$ cat src/rtl/shifter_pkg.sv
// Shared definitions for the iterative shifter.
//   state_t      : FSM states (IDLE, SHIFT, DONE)
//   MODE_*       : encodings of the two-bit mode input; 2'b11 falls back to logical
package shifter_pkg;

  typedef enum logic [1:0] {
    IDLE  = 2'd0,
    SHIFT = 2'd1,
    DONE  = 2'd2
  } state_t;

  localparam logic [1:0] MODE_LOGICAL = 2'b00;
  localparam logic [1:0] MODE_ROTATE  = 2'b01;
  localparam logic [1:0] MODE_ARITH   = 2'b10;

endpackage

$ cat src/rtl/digit_expand.sv
// Expands each result bit into a 4-bit display digit {3'b000, bit}.
// Ports:
//   i_bits   [WIDTH-1:0]   value to display
//   o_digits [4*WIDTH-1:0] digit i occupies bits [4i+3:4i]
module digit_expand #(
  parameter int WIDTH = 6
) (
  input  logic [WIDTH-1:0]   i_bits,
  output logic [4*WIDTH-1:0] o_digits
);

  for (genvar i = 0; i < WIDTH; i++) begin : g_digit
    assign o_digits[4*i +: 4] = {3'b000, i_bits[i]};
  end

endmodule

$ cat src/rtl/iter_shifter.sv
// Iterative shifter: shifts an operand one bit per clock for shamt cycles.
// Supports logical, rotate and arithmetic shifts in either direction.
// Ports:
//   clk, rst_n         clock, asynchronous active-low reset
//   start              request, sampled only in IDLE
//   direction          0 = left, 1 = right
//   mode               00 logical, 01 rotate, 10 arithmetic, 11 logical
//   X, shamt           operand and unsigned shift amount
//   busy               high whenever the FSM is not IDLE
//   done               one-cycle completion pulse
//   result             work register, held from DONE until the next accept
//   digits             per-bit display digits of result
module iter_shifter
  import shifter_pkg::*;
#(
  parameter int WIDTH   = 6,
  parameter int SHAMT_W = 3
) (
  input  logic                 clk,
  input  logic                 rst_n,
  input  logic                 start,
  input  logic                 direction,
  input  logic [1:0]           mode,
  input  logic [WIDTH-1:0]     X,
  input  logic [SHAMT_W-1:0]   shamt,
  output logic                 busy,
  output logic                 done,
  output logic [WIDTH-1:0]     result,
  output logic [4*WIDTH-1:0]   digits
);

  state_t             r_state;
  state_t             w_next_state;
  logic [WIDTH-1:0]   r_work;
  logic [SHAMT_W-1:0] r_cnt;
  logic               r_dir;
  logic [1:0]         r_mode;
  logic [WIDTH-1:0]   w_step;
  logic               w_accept;

  assign w_accept = (r_state == IDLE) && start;

  // NOTE: state uses non-blocking assignments so every flop samples the
  // pre-edge values; blocking here would let later statements see new values.
  always_ff @(posedge clk or negedge rst_n) begin
    if (!rst_n) r_state <= IDLE;
    else        r_state <= w_next_state;
  end

  // NOTE: the default assignment first guarantees every path drives
  // w_next_state, so no latch is inferred.
  always_comb begin
    w_next_state = r_state;
    unique case (r_state)
      IDLE:    if (start) w_next_state = (shamt != '0) ? SHIFT : DONE;
      SHIFT:   if (r_cnt == SHAMT_W'(1)) w_next_state = DONE;
      DONE:    w_next_state = IDLE;
      default: w_next_state = IDLE;
    endcase
  end

  // One single-bit step of the latched operation. Mode 11 and arithmetic-left
  // both fall through to the plain logical fill.
  always_comb begin
    w_step = r_work;
    if (!r_dir) begin
      w_step = {r_work[WIDTH-2:0], 1'b0};
      if (r_mode == MODE_ROTATE) w_step[0] = r_work[WIDTH-1];
    end else begin
      w_step = {1'b0, r_work[WIDTH-1:1]};
      if (r_mode == MODE_ROTATE)     w_step[WIDTH-1] = r_work[0];
      else if (r_mode == MODE_ARITH) w_step[WIDTH-1] = r_work[WIDTH-1];
    end
  end

  // Operands are captured only on the accept edge, so later input changes
  // cannot disturb an operation in progress.
  always_ff @(posedge clk or negedge rst_n) begin
    if (!rst_n) begin
      r_work <= '0;
      r_cnt  <= '0;
      r_dir  <= 1'b0;
      r_mode <= MODE_LOGICAL;
    end else if (w_accept) begin
      r_work <= X;
      r_cnt  <= shamt;
      r_dir  <= direction;
      r_mode <= mode;
    end else if (r_state == SHIFT) begin
      r_work <= w_step;
      r_cnt  <= r_cnt - SHAMT_W'(1);
    end
  end

  assign busy   = (r_state != IDLE);
  assign done   = (r_state == DONE);
  assign result = r_work;

  digit_expand #(.WIDTH(WIDTH)) u_digit_expand (
    .i_bits   (r_work),
    .o_digits (digits)
  );

endmodule

$ cat config.mk
export PLATFORM = sky130hd
export DESIGN_NAME = iter_shifter
export DESIGN_NICKNAME = d
export VERILOG_FILES = /design/src/rtl/shifter_pkg.sv /design/src/rtl/digit_expand.sv /design/src/rtl/iter_shifter.sv
export SDC_FILE = /design/constraint.sdc
export NUM_CORES = 1
export LEC_CHECK = 0
export ABC_CLOCK_PERIOD_IN_PS = 1500
export CAP_MARGIN = 20
export CELL_PAD_IN_SITES_DETAIL_PLACEMENT = 1
export CELL_PAD_IN_SITES_GLOBAL_PLACEMENT = 1
export CORE_UTILIZATION = 25
export DETAILED_ROUTE_END_ITERATION = 10
export DONT_BUFFER_PORTS = 1
export PLACE_DENSITY = 0.48
export SLEW_MARGIN = 20
export SYNTH_ARGS = -nofsm -noshare
export SYNTH_HDL_FRONTEND = slang
export SYNTH_SLANG_ARGS = --single-unit
$ cat constraint.sdc
create_clock -name clk -period 1.5 [get_ports clk]
set_input_delay 0.3 -clock clk [delete_from_list [all_inputs] [get_ports clk]]
set_output_delay 0.3 -clock clk [all_outputs]
set_load 0.01 [all_outputs]
==> impl_metrics.yaml, run 1 <==
logic_synthesis:
  avgSynthCellArea_um2: 9.33
  synth_warnings: 0
  synthArstFlopShare_pct: 100
  ys_ff_latch: 14
  synth_top_area_cell: "dfrtp_1"
  synth_commonest_cells: "buf_4, dfrtp_1, nand2_1, nor2_1, nor2b_1"
  synth_cells: 108
  synth_most_common_cell: "buf_4"
  synth_top_flop_cell: "dfrtp_1"
  synth.top_cell.area_share_pct: 34.8
  ys_types: 33
  synth_edf_count: 0
  netlist_top_cells_area: "dfrtp_1, buf_4, mux2_2"
  netlist_area_um2: 1010
  seq_area_frac_synth_pct: 34.8
die:
  row_count: 22
  ios: 47
  chipHeight_um: 65.5
  die_w_um: 65.5
  coreArea_um2: 3770
  die-area_um2: 4290
  start_util_pct: 26.7
timing:
  rsz0062_at_grt: "no"
  hold_violations: 0
  slew_headroom_pct: 54.2
  max_freq_ghz: 0.699
  worst_pin_slew_ns: 0.685
  post-route-min-period_ns: 1.43
  finalSetupTns_ns: 0
  skew_ns: 0.00303
  setup-violations-final: 0
  finalMaxSlewViolations: 0
  fin_crit_sh_pct: 95.4
power_and_ir_drop:
  ir_drop_mv: 0.374
  p_leak_nw: 0.452
  power_density_nw_per_um2: 2180
critical_path:
  r2r_slack_ns: 0.11
  cp-start-kind: "flop"
  rr_endpoint: "result[5]"
  ff2ff_path_depth: 4
  cp.required_ns: 1.20
  r2r-start: "r_state[0]"
  critPathCaptureType: "primary output"
  cp_max_fo: 4
  cp.arrival_ns: 1.13
  critPathKind: "flop to primary output"
clocking:
  clock-sinks: 14
  path_clk_slew_ns: 0.06
  clockRootBuffer: "clkbuf_8"
  clk_path_buf_depth: 2
  cts_made_buffers: 3
  clkLatencyLatePin_ns: 0.25
  h-tree-depth: 1
  cts_tree: "built"
route:
  drt_iter0_markers: 11
  route.detailed.drc: 0
  via_per_inst: 4.62
  antenna_left: 0
  dr.pass1.iters: 3
  wl_mm: 2.23
  routed_wire_length_per_instance_um: 14.2
  num_vias: 726
placed_design:
  hpwl_mm: 1.65
  place.port_buffers: 0
  gp_congestion: 0.739
min_path:
  hold_depth: 2
  min_to: "result[3]"
  hold_path_class: "input pin to flop"
  hp-start: "X[3]"
grt:
  antenna_found_initial: 0
  grt_pass1_wl_mm: 3.82
  grt_max_degree: 15
  overflow: 0
  grt_pass1_vias: 763
  grt_use_total_pct: 12.1
run:
  maxCapViolCount: 0
finish:
  layout-drive-gt1-share_pct: 20.2
  utilization_pct: 27.6
  n_antenna_cell: 0
  area_growth_pct: 3.35
  fin_nets: 128
outcome:
  outcome: "complete, no violations"
[what timing repair did]
item,4_1_cts,5_1_grt
gates resized for setup,2,1
endpoints found under the setup margin,2,1
hold buffers,1,0
setup buffers,2,0
hold endpoints to repair,14,0
[metrics by stage]
step / total power, mW / area, µm² / hold slack, ns / setup slack, ns / std cells
2_1_floorplan: 1.77 / 1070 / 0.00441 / 0.240 / 125
3_3_place_gp: 1.87 / 967 / 0.00480 / 0.153 / 151
3_5_place_dp: 1.90 / 967 / 0.00480 / 0.122 / 151
4_1_cts: 2.28 / 1040 / 0.163 / 0.0687 / 157
5_1_grt: 2.49 / 1040 / 0.169 / 0.0317 / 157
6_report: 2.27 / 1040 / 0.167 / 0.0693 / 157
[worst max-delay path: stages (launching register included)]
cell	delay [ns]
dfrtp_2	0.40
buf_4	0.15
or2_2	0.33
[layout make-up]
cell class,instances,area (µm²)
Fill cell,446,2730
Multi-Input combinational cell,80,505
Sequential cell,14,353
Timing Repair Buffer,9,70.1
Tap cell,48,60.1
Clock buffer,3,41.3
Inverter,3,11.3
[per-layer routing]
metal	GRT usage (%)	routed length, µm
met1	14.4	954
met2	18.9	1060
met3	3.99	154
met4	6.52	57
met5	0	0
[how the worst max path moves through the flow]
stage               startpoint        end  slack, ns  depth (start not counted)
floorplan           r_state[0]      r_dir       0.24                          3
global placement    r_state[1]  result[0]       0.15                          3
detailed placement  r_state[1]  result[0]       0.12                          3
CTS                 r_state[0]       busy       0.07                          2
global route        r_state[1]  result[1]       0.03                          4
finish              r_state[0]       busy       0.07                          2
[placed cells by master (no fill, tap or decap), drive strengths merged, types with 2 or more instances in the layout]
master,count
conb,18
dfrtp,14
buf,8
nor2,7
nand2,7
nor2b,7
o31ai,5
a211oi,5
mux2,4
inv,3
o22ai,3
a21oi,3
clkbuf,3
nand2b,2
nor3,2
ha,2
[power breakdown]
part	total, mW	internal (mW)	switching, mW
registers	0.850	0.578	0.272
logic	1.09	0.517	0.574
clock network	0.324	0.178	0.145
total	2.27	1.27	0.991
[cell families (layout without fill, tap and decap cells)]
| logic type | after synthesis | after routing | share of synthesized area (%) |
|---|---|---|---|
| AND/OR/NAND/NOR | 35 | 35 | 21.7 |
| buffers and inverters | 31 | 15 | 21.9 |
| AO/OA/AOI/OAI | 20 | 20 | 13.4 |
| flip-flops | 14 | 14 | 34.8 |
| multiplexers | 4 | 4 | 4.47 |
| adder cells (fa/ha/maj) | 2 | 2 | 2.48 |
| other | 1 | 18 | 0.372 |
| XOR/XNOR | 1 | 1 | 0.870 |
[sequential cells by signal, indices dropped and copies added (netlist names)]
signal   count
r_cnt        3
r_mode       2
result       6
r_state      2
r_dir        1
Power figures use the tool's default switching activity.
==> run 2, diff against run 1 <==
CTS_CLUSTER_DIAMETER = 40   (was not set)
==> results of run 2 <==
Final layout, timing and power as in run 1 (identical DEF).
==> run 3, diff against run 2 <==
SLEW_MARGIN = not set   (was 20)
==> results of run 3 <==
Final layout, timing and power as in run 1 (identical DEF).
